==> src/rtl/uart_stream.sv <==
// Full-duplex 8N1 UART that bridges a serial line to a valid/ready byte stream.
// Both directions share one clock and a fixed integer bit-period divider.
module uart_stream #(
  parameter int CLK_DIV = 104
) (
  input  logic       i_clk,
  input  logic       i_rst_n,
  input  logic       i_uart_rx,
  output logic       o_uart_tx,
  output logic [7:0] o_rx_data,
  output logic       o_rx_valid,
  input  logic       i_rx_ready,
  input  logic [7:0] i_tx_data,
  input  logic       i_tx_valid,
  output logic       o_tx_ready,
  output logic       o_err_frame,
  output logic       o_err_overrun
);
  localparam int CW = $clog2(CLK_DIV);
  localparam logic [CW-1:0] FULL_M1 = CW'(CLK_DIV - 1);
  localparam logic [CW-1:0] HALF_M1 = CW'(CLK_DIV / 2 - 1);

  typedef enum logic [2:0] {RX_IDLE, RX_START, RX_DATA, RX_STOP, RX_BREAK} rx_state_t;
  typedef enum logic [1:0] {TX_IDLE, TX_START, TX_DATA, TX_STOP} tx_state_t;

  rx_state_t     rx_state_q, rx_state_d;
  logic          rx_meta_q, rx_meta_d, rxs_q, rxs_d;
  logic [CW-1:0] rx_cnt_q, rx_cnt_d;
  logic [2:0]    rx_bit_q, rx_bit_d;
  logic [7:0]    rx_sh_q, rx_sh_d, rx_data_q, rx_data_d;
  logic          rx_valid_q, rx_valid_d;
  logic          err_frame_q, err_frame_d, err_overrun_q, err_overrun_d;

  tx_state_t     tx_state_q, tx_state_d;
  logic [CW-1:0] tx_cnt_q, tx_cnt_d;
  logic [2:0]    tx_bit_q, tx_bit_d;
  logic [7:0]    tx_sh_q, tx_sh_d;
  logic          tx_line_q, tx_line_d, tx_ready_q, tx_ready_d;

  // Stream handshake (both directions): a byte moves on any rising edge where
  // valid && ready are both high; the producer holds valid and data until then.

  // Counter loads N-1 and the sample happens on the edge that sees it at zero,
  // i.e. exactly N clocks after the load.
  always_comb begin
    rx_meta_d     = i_uart_rx;
    rxs_d         = rx_meta_q;
    rx_state_d    = rx_state_q;
    rx_cnt_d      = rx_cnt_q - CW'(1);
    rx_bit_d      = rx_bit_q;
    rx_sh_d       = rx_sh_q;
    rx_data_d     = rx_data_q;
    rx_valid_d    = rx_valid_q && !i_rx_ready;
    err_frame_d   = 1'b0;
    err_overrun_d = 1'b0;
    case (rx_state_q)
      RX_IDLE: if (!rxs_q) begin
        rx_state_d = RX_START;
        rx_cnt_d   = HALF_M1;
      end
      RX_START: if (rx_cnt_q == '0) begin
        if (rxs_q) begin
          rx_state_d = RX_IDLE;
        end else begin
          rx_state_d = RX_DATA;
          rx_cnt_d   = FULL_M1;
          rx_bit_d   = 3'd0;
        end
      end
      RX_DATA: if (rx_cnt_q == '0) begin
        rx_sh_d  = {rxs_q, rx_sh_q[7:1]};
        rx_cnt_d = FULL_M1;
        rx_bit_d = rx_bit_q + 3'd1;
        if (rx_bit_q == 3'd7) rx_state_d = RX_STOP;
      end
      RX_STOP: if (rx_cnt_q == '0) begin
        if (rxs_q) begin
          // Leave mid-stop-bit so a back-to-back start edge is not missed.
          rx_state_d = RX_IDLE;
          if (!rx_valid_q || i_rx_ready) begin
            rx_data_d  = rx_sh_q;
            rx_valid_d = 1'b1;
          end else begin
            err_overrun_d = 1'b1;
          end
        end else begin
          err_frame_d = 1'b1;
          rx_state_d  = RX_BREAK;
        end
      end
      RX_BREAK: if (rxs_q) rx_state_d = RX_IDLE;
      default: rx_state_d = RX_IDLE;
    endcase
  end

  always_comb begin
    tx_state_d = tx_state_q;
    tx_cnt_d   = tx_cnt_q - CW'(1);
    tx_bit_d   = tx_bit_q;
    tx_sh_d    = tx_sh_q;
    tx_line_d  = tx_line_q;
    case (tx_state_q)
      TX_IDLE: if (i_tx_valid) begin
        tx_sh_d    = i_tx_data;
        tx_state_d = TX_START;
        tx_line_d  = 1'b0;
        tx_cnt_d   = FULL_M1;
      end
      TX_START: if (tx_cnt_q == '0) begin
        tx_line_d  = tx_sh_q[0];
        tx_sh_d    = {1'b0, tx_sh_q[7:1]};
        tx_bit_d   = 3'd0;
        tx_cnt_d   = FULL_M1;
        tx_state_d = TX_DATA;
      end
      TX_DATA: if (tx_cnt_q == '0) begin
        tx_cnt_d = FULL_M1;
        if (tx_bit_q == 3'd7) begin
          tx_line_d  = 1'b1;
          tx_state_d = TX_STOP;
        end else begin
          tx_line_d = tx_sh_q[0];
          tx_sh_d   = {1'b0, tx_sh_q[7:1]};
          tx_bit_d  = tx_bit_q + 3'd1;
        end
      end
      TX_STOP: if (tx_cnt_q == '0) tx_state_d = TX_IDLE;
      default: tx_state_d = TX_IDLE;
    endcase
    tx_ready_d = (tx_state_d == TX_IDLE);
  end

  always_ff @(posedge i_clk or negedge i_rst_n) begin
    if (!i_rst_n) begin
      rx_meta_q     <= 1'b1;
      rxs_q         <= 1'b1;
      rx_state_q    <= RX_IDLE;
      rx_cnt_q      <= '0;
      rx_bit_q      <= 3'd0;
      rx_sh_q       <= 8'd0;
      rx_data_q     <= 8'd0;
      rx_valid_q    <= 1'b0;
      err_frame_q   <= 1'b0;
      err_overrun_q <= 1'b0;
      tx_state_q    <= TX_IDLE;
      tx_cnt_q      <= '0;
      tx_bit_q      <= 3'd0;
      tx_sh_q       <= 8'd0;
      tx_line_q     <= 1'b1;
      tx_ready_q    <= 1'b1;
    end else begin
      rx_meta_q     <= rx_meta_d;
      rxs_q         <= rxs_d;
      rx_state_q    <= rx_state_d;
      rx_cnt_q      <= rx_cnt_d;
      rx_bit_q      <= rx_bit_d;
      rx_sh_q       <= rx_sh_d;
      rx_data_q     <= rx_data_d;
      rx_valid_q    <= rx_valid_d;
      err_frame_q   <= err_frame_d;
      err_overrun_q <= err_overrun_d;
      tx_state_q    <= tx_state_d;
      tx_cnt_q      <= tx_cnt_d;
      tx_bit_q      <= tx_bit_d;
      tx_sh_q       <= tx_sh_d;
      tx_line_q     <= tx_line_d;
      tx_ready_q    <= tx_ready_d;
    end
  end

  assign o_uart_tx     = tx_line_q;
  assign o_tx_ready    = tx_ready_q;
  assign o_rx_data     = rx_data_q;
  assign o_rx_valid    = rx_valid_q;
  assign o_err_frame   = err_frame_q;
  assign o_err_overrun = err_overrun_q;
endmodule
==> config.mk <==
export PLATFORM = sky130hd
export DESIGN_NAME = uart_stream
export DESIGN_NICKNAME = d
export VERILOG_FILES = /design/src/rtl/uart_stream.sv
export SDC_FILE = /design/constraint.sdc
export NUM_CORES = 1
export LEC_CHECK = 0
export ABC_AREA = 1
export CAP_MARGIN = 5
export CORE_MARGIN = 3
export CORE_UTILIZATION = 51
export DETAILED_ROUTE_END_ITERATION = 8
export PLACE_DENSITY_LB_ADDON = 0.3
export SYNTH_ARGS = -nofsm -noshare
export SYNTH_HDL_FRONTEND = slang
export SYNTH_SLANG_ARGS = --single-unit
==> constraint.sdc <==
create_clock -name i_clk -period 1.5 [get_ports i_clk]
set_input_delay 0.15 -clock i_clk [delete_from_list [all_inputs] [get_ports i_clk]]
set_output_delay 0.15 -clock i_clk [all_outputs]
set_load 0.05 [all_outputs]
==> results of run 1 <==
-- layout by cell type, fill, tap and decap left out, types with 3 or more instances in the layout --
cell,synthesis,layout
dfrtp_1,52,52
a31oi_1,3,3
nand3_4,4,7
ha_1,12,9
nor2_2,4,7
xor2_1,5,5
nand4_1,3,3
nor2_1,18,12
nand2_1,115,110
nand3_1,13,12
o21ai_1,1,5
clkbuf_8,0,5
buf_4,1,27
buf_12,0,3
o21ai_2,8,8
o21ai_0,22,18
nand2_2,3,7
xnor2_1,4,4
inv_2,3,11
clkdlybuf4s50_1,0,11
dfstp_2,4,4
inv_1,30,22
nor2_4,3,6
-- sequential cells by signal, indices dropped and copies added (netlist names), 2 cells and up --
signal and cells:
tx_sh_q 8, rx_sh_q 8, tx_bit_q 3, tx_state_q 2, tx_cnt_q 7, o_rx_data 8, rx_bit_q 3, rx_cnt_q 7
rx_state_q 3
-- area by class of cell --
cell class / count / share of cell area [%]
Tap cell: 70 / 2.515
Inverter: 36 / 4.096
Sequential cell: 56 / 40.39
Multi-Input combinational cell: 229 / 38.77
Clock buffer: 5 / 1.976
Clock inverter: 3 / 0.7905
Timing Repair Buffer: 44 / 11.46
-- worst paths after layout --
path	from	to	slack [ps]	cells after the start
worst max-delay path	rx_state_q[0]$_DFFE_PN0P_	rx_sh_q[0]$_DFFE_PN0P_	70	6
worst min-delay path	i_uart_rx	rx_meta_q$_DFF_PN1_	240	1
worst max register to register	rx_state_q[0]$_DFFE_PN0P_	rx_sh_q[0]$_DFFE_PN0P_	70	6
worst min register to register	rx_meta_q$_DFF_PN1_	rxs_q$_DFF_PN1_	370	0
max in group asynchronous	i_rst_n	rxs_q$_DFF_PN1_	630	3
min in group asynchronous	i_rst_n	tx_cnt_q[5]$_DFF_PN0_	270	2
-- per-layer routing --
metal  track usage [%]  share of wire, %
met1             25.15                49
met2             28.15                46
met3             3.027               3.8
met4             5.068               1.1
met5                 0                 0
-- metrics by stage --
step / hold WS, ps / setup slack (ps) / utilization (%) / instances
3_3_place_gp: 77.98 / 10.14 / 62.07 / 430
2_1_floorplan: -145.6 / 68.92 / - / 323
3_5_place_dp: 77.82 / -52.99 / 62.07 / 430
4_1_cts: 232.5 / 4.602 / 64.57 / 440
5_1_grt: 237.0 / -36.40 / 66.90 / 443
6_report: 239.8 / 70.65 / 66.90 / 443
-- synth_stat cells, drive strengths merged --
cell type / number
nand4: 3
clkinv: 2
ha: 12
nand3: 19
dfstp: 4
nor3: 1
inv: 34
a31oi: 3
xnor2: 4
buf: 3
dfrtp: 52
o21ai: 31
xor2: 5
clkbuf: 1
a21oi: 2
nand2: 118
o21a: 1
nor2: 25
o211ai: 2
or2: 1
-- cell families (layout without fill, tap and decap cells) --
group | after synthesis | count (layout)
AO/OA/AOI/OAI | 39 | 39
XOR/XNOR | 9 | 9
adder cells (fa/ha/maj) | 12 | 12
buffers and inverters | 40 | 88
flip-flops | 56 | 56
AND/OR/NAND/NOR | 167 | 169
-- timing repair --
item,4_1_cts,5_1_grt
resized for setup,7,31
buffers inserted,1,1
pin swaps,1,6
hold buffers,1,0
endpoints found under the setup margin,10,29
gates cloned,0,2
hold endpoints to repair,11,0
-- report_power, final --
part / switching, uW / total [uW] / internal [uW]
clock network: 514 / 858 / 344
registers: 1.08 / 1510 / 1510
logic: 47.0 / 86.8 / 39.8
total: 562 / 2460 / 1900
-- worst max-delay path, cell delays in order, from the launching register on --
cell,delay (ps)
dfrtp_1,490
nor2_2,230
nand2_2,140
nor2_4,150
buf_4,190
nand2_1,70
o21ai_0,80
==> run metrics, run 1 <==
clk_lat worst skew=310 ps; clock-pin slew on the worst setup and hold paths=110 ps; drt pass-1 iters=4; pin count of the biggest net entering global routing=44; Fmax=699.6 MHz; Crit Path Class=reg -> reg; overall power after layout=2460 uW; I/O Buffers=25; GP Congestion=0.8226; initial DRC count=106; # nets final=397; Avg Cell Area, Syn=8.689 sq um; die area=6429 sq um; CTS root buf=clkbuf_8; post-synthesis register bit count=56; sequential fraction of the synthesis area=50.11%; simple-gate area share of the yosys netlist=27.15%; fraction of synthesized area in multiplexers=0%; startpoint types=flip-flop; Setup Skew=5.826 ps; die height=80.18 um; via count=2193; Initial Util=53.92%; # fillers=410; global-route wire length before repair=9.183 mm; ranking of synthesized cells by area=dfrtp_1, nand2_1, ha_1; Synth Area in Compound Gates=8.426%; DP HPWL=3.849 mm; Synth warnings=0; initial antenna violation count=0; Total Neg Setup Slack=0 ps; post-route minimum period=1429 ps; final instance area=3482 sq um; post-synthesis adder-cell area fraction=5.350%; CTS Sinks=56; CP arrival=1650 ps; IR drop worst, VDD=0.7070 mV; Synth Cell Area=2806 sq um; area growth from synthesis to layout=24.07%; Hold Path Class=in -> reg; H-tree levels=2; Crit Path Max Fanout=14; Core Area=5205 sq um; IO Count=26; top cell type's share of synthesized area=46.37%; outcome=finished, final reports clean; Die Width=80.18 um; max-slew violations=0; post-synthesis xor/xnor area fraction=2.809%; static leakage=0.001668 uW; Synth area leader=dfrtp_1; row count=26; slew margin rel.=74.71%; FF/Latch Area=1406 sq um; vias in the first global route=2098; GR Overflow Total=0; total CTS buffers=5; n_diodes=0; DR DRC count=0; crit share post-route=95.29%; nature of the critical path endpoint=flip-flop; Max Cap Viol=0; all-layer global routing usage=17.78%; post-synth net total=348; layout cells sized above 1=26.54%; CTS tree=done; Multi-input gate area=1350 sq um; Final setup viols=0; final hold vios=0; routed vias/inst=4.950; largest family of logic cells by synthesized area=simple AND/OR/NAND/NOR gates; antenna-violating nets left=0; Max Root-Sink Buffers=2; PD cells=706.4 nW/um^2; Synth cell types=31; Routed Wire Length=5.536 mm; Worst-Margin Slew=376.5 ps; Placed Area=3231 sq um; WL/cell=12.50 um; Post-Synthesis Cells=323; Worst EP required=1730 ps
No activity file was read; power rests on OpenSTA's default activity.
==> run 2: changes to the inputs <==
Settings changed: ABC_AREA 1 to 0, CORE_UTILIZATION 51 to 52.
==> run 2 against run 1 <==
The flow now finishes with violations (setup timing); cell count fell by 9.3%; first-iteration DRC count grew 4.7%; area after synthesis is 2.1% higher; count of clock-buffer cells in the layout unchanged; largest power group unchanged; highest routed layer unchanged.
==> run metrics, run 2 <==
ranking of synthesized cells by area=dfrtp_1, mux2_4, ha_1; Synth warnings=0 (unchanged); clock share of power=35.6% (+0.7 points); startpoint types=flip-flop; FFs w/ async S/R, synth=100.0% (unchanged); layout cells sized above 1=53.92% (+27 points); most frequent cell after synthesis=dfrtp_1; Final Util=79.06% (+12 points); Hold Path Depth=1 (unchanged); Max Root-Sink Buffers=2 (unchanged); Core Area=5205 sq um (unchanged); hold slack=222.6 ps (-17.24 ps); # nets final=356 (-10%); GR Overflow Total=0 (unchanged); n_diodes=0 (unchanged); Crit Path Class=reg -> reg; Synth Flop Type=dfrtp_1; failing checks=setup timing; nature of the critical path endpoint=flip-flop; Post-synth top cells=dfrtp_1, nand2_1, nor2_1; switching pwr=592.1 uW (+5.3%); final worst slack=-439.7 ps (-510.3 ps); clock-pin slew on the worst setup and hold paths=100 ps (about the same); Fmax=515.6 MHz (-26%); via count=2225 (+1.5%); initial DRC count=111 (+4.7%); Synth Cell Area=2864 sq um (+2.1%); Max Cap Viol=0 (unchanged); Setup Skew=14.94 ps (+9.114 ps); post-synthesis register bit count=56 (unchanged); pin count of the biggest net entering global routing=57 (+30%); Synth cell types=57 (+84%); area growth from synthesis to layout=43.69%; WL/cell=16.27 um (+30%); global-route wire length before repair=10.70 mm (+16%); GP Congestion=0.8585 (+4.4%); Flop pwr share=60.9% (-0.7 points); sequential fraction of the synthesis area=49.10% (-1.0 points); clk_lat worst skew=330 ps (+20 ps); CP Cell Sequence=inv_2 -> ha_4 -> or4b_4 -> nor2_4 -> and3_4 -> mux2_4; Synth area leader=dfrtp_1; Hold Path Class=in -> reg; r2r setup slk=-440 ps (-510 ps); all-layer global routing usage=21.34% (+3.6 points); PD cells=604.9 nW/um^2 (-14%); Comb power frac=3.5% (about the same); Avg Cell Area, Syn=11.79 sq um (+36%); CTS Sinks=56 (unchanged); CP arrival=2150 ps (+500 ps); Die Width=80.22 um (about the same); static leakage=0.001933 uW (+16%); Worst R2R Start=rx_cnt_q[1]$_DFF_PN0_; IO Count=26 (unchanged); Worst Hold Launch=i_uart_rx; leading cell type in the layout, fill and taps excluded=buf_4; CTS root buf=clkbuf_8; RSZ-0062 raised after global routing=true; post-route minimum period=1940 ps (+510.3 ps); top cell type's share of synthesized area=45.43% (-0.93 points); post-synth net total=268 (-23%); Worst EP required=1710 ps (-20 ps); Post-Synthesis Cells=243 (-25%); Crit Path Max Fanout=8 (-6); max-slew violations=0 (unchanged); Int Pwr=1897 uW (about the same); CTS tree=done; final hold vios=0 (unchanged); Initial Util=55.02% (+1.1 points); row count=26 (unchanged); routed vias/inst=5.535 (+12%); DR DRC count=0 (unchanged); total CTS buffers=5 (unchanged); most frequent cells in the layout=buf_4, dfrtp_1, mux2_4, nand2_1, nor2_1; worst reg2reg path depth=6 (unchanged); Final setup viols=46 (+46); IR drop worst, VDD=0.5187 mV (-27%); die height=80.22 um (about the same); Slowest-stage cell, CP=or4b_4; initial antenna violation count=0 (unchanged); Routed Wire Length=6.539 mm (+18%); Worst Hold End=rx_meta_q$_DFF_PN1_; Sw Share=23.78% (+0.92 points); CP max stage delay=500 ps (about the same); DP HPWL=4.065 mm (+5.6%); outcome=finished with violations; H-tree levels=2 (unchanged); crit share post-route=129.3% (+34 points); Worst-Margin Slew=670.8 ps (+294.4 ps); I/O Buffers=25 (unchanged); slew margin rel.=54.87% (-20 points); drt pass-1 iters=4 (unchanged); EDFF count, synth=0 (unchanged); die area=6434 sq um (about the same); antenna-violating nets left=0 (unchanged); vias in the first global route=2315 (+10%); FF-to-FF End=o_rx_data[6]$_DFFE_PN0P_
run 2: layout make-up:
cell class                      instances  area [sq um]
Multi-Input combinational cell        169          1705
Sequential cell                        56          1408
Fill cell                             302          1090
Timing Repair Buffer                   89         783.3
Tap cell                               70         87.58
Clock buffer                            5         68.82
Inverter                               10         37.54
Clock inverter                          3         25.02
run 2: power by group through the flow:
stage	sequential, uW	combinational [uW]	clock (uW)
4_1_cts	1520	88.0	887
6_report	1520	88.0	886
2_1_floorplan	1550	9.08	0
5_1_grt	1520	98.1	944
3_5_place_dp	1540	84.4	0
3_3_place_gp	1540	84.6	0
run 2: how the worst max path moves through the flow:
stage / cells after the start / startpoint / end / slack [ps]
2_1_floorplan: 7 / rx_cnt_q[0]$_DFF_PN0_ / rx_sh_q[1]$_DFFE_PN0P_ / -430
3_3_place_gp: 7 / rx_cnt_q[0]$_DFF_PN0_ / o_rx_data[4]$_DFFE_PN0P_ / -450
3_5_place_dp: 7 / rx_cnt_q[0]$_DFF_PN0_ / o_rx_data[3]$_DFFE_PN0P_ / -500
4_1_cts: 6 / rx_cnt_q[0]$_DFF_PN0_ / o_rx_data[6]$_DFFE_PN0P_ / -440
5_1_grt: 6 / rx_cnt_q[1]$_DFF_PN0_ / rx_sh_q[1]$_DFFE_PN0P_ / -510
6_report: 6 / rx_cnt_q[1]$_DFF_PN0_ / o_rx_data[6]$_DFFE_PN0P_ / -440
run 2: repair_timing:
action,4_1_cts,5_1_grt
setup buffers,13,5
pin swaps,30,14
endpoints found under the setup margin,50,53
gates cloned,1,0
hold buffers,1,0
gates resized for setup,69,16
hold endpoints to repair,52,0
run 2: stage by stage:
step,cell area (sq um),instances,setup WS [ps],setup TNS [ps],total power (uW)
final,4115,402,-439.7,-11860,2489
after global routing,4115,402,-510.8,-15460,2558
after CTS,4018,399,-437.8,-12000,2491
after detailed placement,3582,377,-496.5,-12520,1629
after global placement,3582,377,-451.1,-11010,1629
after floorplan,2945,243,-430.0,-8904,1555
run 2: worst max-delay path: cells and delay by family (launching register included):
| family | cells | cell delay [ps] |
|---|---|---|
| simple gates | 3 | 900 |
| flops | 1 | 400 |
| mux | 1 | 320 |
| fa+ha+maj | 1 | 130 |
| buf+inv | 1 | 80 |
run 2: logic make-up (layout without fill, tap and decap cells):
logic type	after synthesis	in the layout	synth area share [%]
simple gates	71	72	14.11
buf+inv	19	107	3.189
xor+xnor	8	8	2.447
mux	33	33	14.72
flops	56	56	49.10
compound gates	44	44	11.18
fa+ha+maj	12	12	5.242
run 2: metal layers:
metal / vias up / global-route usage [%] / routed length, um
li1: 1052 / - / -
met1: 1101 / 27.36 / 2860
met2: 58 / 36.09 / 3296
met3: 14 / 3.475 / 230
met4: 0 / 8.108 / 153
met5: - / 0 / 0
==> run 3: changes to the inputs <==
--- a/constraint.sdc
+++ b/constraint.sdc
@@ -3,2 +3,2 @@
 set_output_delay 0.15 -clock i_clk [all_outputs]
-set_load 0.05 [all_outputs]
+set_load 0.005 [all_outputs]
==> run 3 against run 2 <==
The run still ends with setup timing left; via count barely moved; count of clock-buffer cells in the layout unchanged; total power about the same; sequential share of layout area decreased by 0.073 points; clock power is essentially flat; setup slack got worse by 57 ps; cell count fell by 0.25%; first-iteration DRC count rose by 25%; maximum frequency fell by 2.8%; die area unchanged; worst hold slack gained 26 ps; core utilization is 0.17 points higher.
==> run metrics, run 3 (synthesized netlist as in run 2, its figures left out) <==
outcome=finished with violations; failing checks=setup timing; Initial Util=55.02% (unchanged); all-layer global routing usage=20.83% (-0.51 points); GR Overflow Total=0 (unchanged); layout cells sized above 1=49.55% (-4.4 points); Die Width=80.22 um (unchanged); global-route wire length before repair=10.29 mm (-3.8%); final hold vios=0 (unchanged); startpoint types=flip-flop; slew margin rel.=66.18% (+11 points); Hold Path Class=in -> reg; GP Congestion=0.8265 (-3.7%); final instance area=4124 sq um (+0.21%); Hold Path Depth=1 (unchanged); Routed Wire Length=7.300 mm (+12%); Total Neg Setup Slack=-14420 ps (-2558 ps); CTS root buf=clkbuf_8; CP max stage delay=490 ps (about the same); n_diodes=0 (unchanged); Max Cap Viol=0 (unchanged); Slowest-stage cell, CP=or4b_4; nature of the critical path endpoint=flip-flop; Final setup viols=53 (+15%); drt pass-1 iters=4 (unchanged); routed vias/inst=5.546 (+0.20%); CTS Sinks=56 (unchanged); initial DRC count=139 (+25%); Max Root-Sink Buffers=2 (unchanged); DP HPWL=4.067 mm (about the same); Placed Area=3605 sq um (+0.63%); WL/cell=18.20 um (+12%); Fmax=500.9 MHz (-2.8%); static leakage=0.001906 uW (-1.4%); crit share post-route=133.1% (+3.8 points); row count=26 (unchanged); Crit Path Max Fanout=5 (-3); Crit Path Class=reg -> reg; post-route minimum period=1996 ps (+56.66 ps); most frequent cells in the layout=dfrtp_1, buf_4, mux2_4, clkdlybuf4s50_1, nand2_1; total CTS buffers=5 (unchanged); Worst EP required=1720 ps (about the same); H-tree levels=2 (unchanged); final worst slack=-496.3 ps (-56.66 ps); I/O Buffers=25 (unchanged); CTS tree=done; Core Area=5205 sq um (unchanged); # fillers=293 (-3.0%); die height=80.22 um (unchanged); Worst-Margin Slew=502.7 ps (-168.1 ps); initial antenna violation count=0 (unchanged); Setup Skew=10.12 ps (-4.817 ps); max-slew violations=0 (unchanged); Final Util=79.23% (+0.17 points); DR DRC count=0 (unchanged); area growth from synthesis to layout=43.99%; clk_lat worst skew=320 ps (about the same); die area=6434 sq um (unchanged); vias in the first global route=2107 (-9.0%); RSZ-0062 raised after global routing=true; leading cell type in the layout, fill and taps excluded=dfrtp_1; IR drop worst, VDD=0.5030 mV (-3.0%); pin count of the biggest net entering global routing=57 (unchanged); antenna-violating nets left=0 (unchanged); worst reg2reg path depth=6 (unchanged); clock-pin slew on the worst setup and hold paths=110 ps (about the same); IO Count=26 (unchanged); CP arrival=2210 ps (+60 ps); CP Cell Sequence=inv_2 -> ha_4 -> or4b_4 -> nor3_4 -> and2_4 -> mux2_4; via count=2224 (-0.045%); PD cells=603.8 nW/um^2 (-0.19%); worst slack at placement=-487.4 ps (+9.096 ps); # nets final=355 (-0.28%)
## run 3: report_power, final
group	internal, uW	leakage [uW]	total (uW)	switching (uW)
clock network	344	0.0000463	883	539
registers	1510	0.000727	1520	1.36
logic	41.7	0.00113	91.4	49.7
total	1900	0.00191	2490	590
## run 3: what timing repair did
action	CTS	global route
hold buffers	1	0
hold endpoints to repair	52	0
gates cloned	1	0
gates resized for setup	47	39
pin swaps	15	24
setup endpoints to repair	55	54
setup buffers	6	9
## run 3: through the flow
stage	instances	total power [uW]	hold slack, ps
2_1_floorplan	243	1555	-145.6
3_3_place_gp	379	1629	172.4
3_5_place_dp	379	1630	171.4
4_1_cts	394	2499	243.5
5_1_grt	401	2587	247.2
6_report	401	2490	248.2
## run 3: layout make-up
class                           instances  area [sq um]  area share [%]
Clock buffer                            5         68.82           1.669
Timing Repair Buffer                   88         788.3           19.11
Tap cell                               70         87.58           2.124
Inverter                               10         37.54          0.9102
Clock inverter                          3         27.53          0.6675
Sequential cell                        56          1408           34.13
Multi-Input combinational cell        169          1707           41.38
## run 3: final timing paths
kind / startpoint / end / slack, ps
setup / recovery: rx_cnt_q[1]$_DFF_PN0_ / rx_sh_q[3]$_DFFE_PN0P_ / -500
hold / removal: i_uart_rx / rx_meta_q$_DFF_PN1_ / 250
setup reg to reg: rx_cnt_q[1]$_DFF_PN0_ / rx_sh_q[3]$_DFFE_PN0P_ / -500
hold reg to reg: rx_meta_q$_DFF_PN1_ / rxs_q$_DFF_PN1_ / 360
max in group asynchronous: i_rst_n / o_tx_ready$_DFF_PN1_ / 860
min in group asynchronous: i_rst_n / tx_sh_q[1]$_DFFE_PN0P_ / 360
## run 3: routing by layer
| metal | global-route usage, % | part of all wire, % |
|---|---|---|
| met1 | 27.03 | 41 |
| met2 | 35.93 | 55 |
| met3 | 3.027 | 2.4 |
| met4 | 6.250 | 1.8 |
| met5 | 0 | 0 |
## run 3: worst max-delay path: cells and delay by family (launching register included)
family        cells  cell delay [ps]
mux               1              320
flops             1              410
simple gates      3              960
buf+inv           1               90
fa+ha+maj         1              120
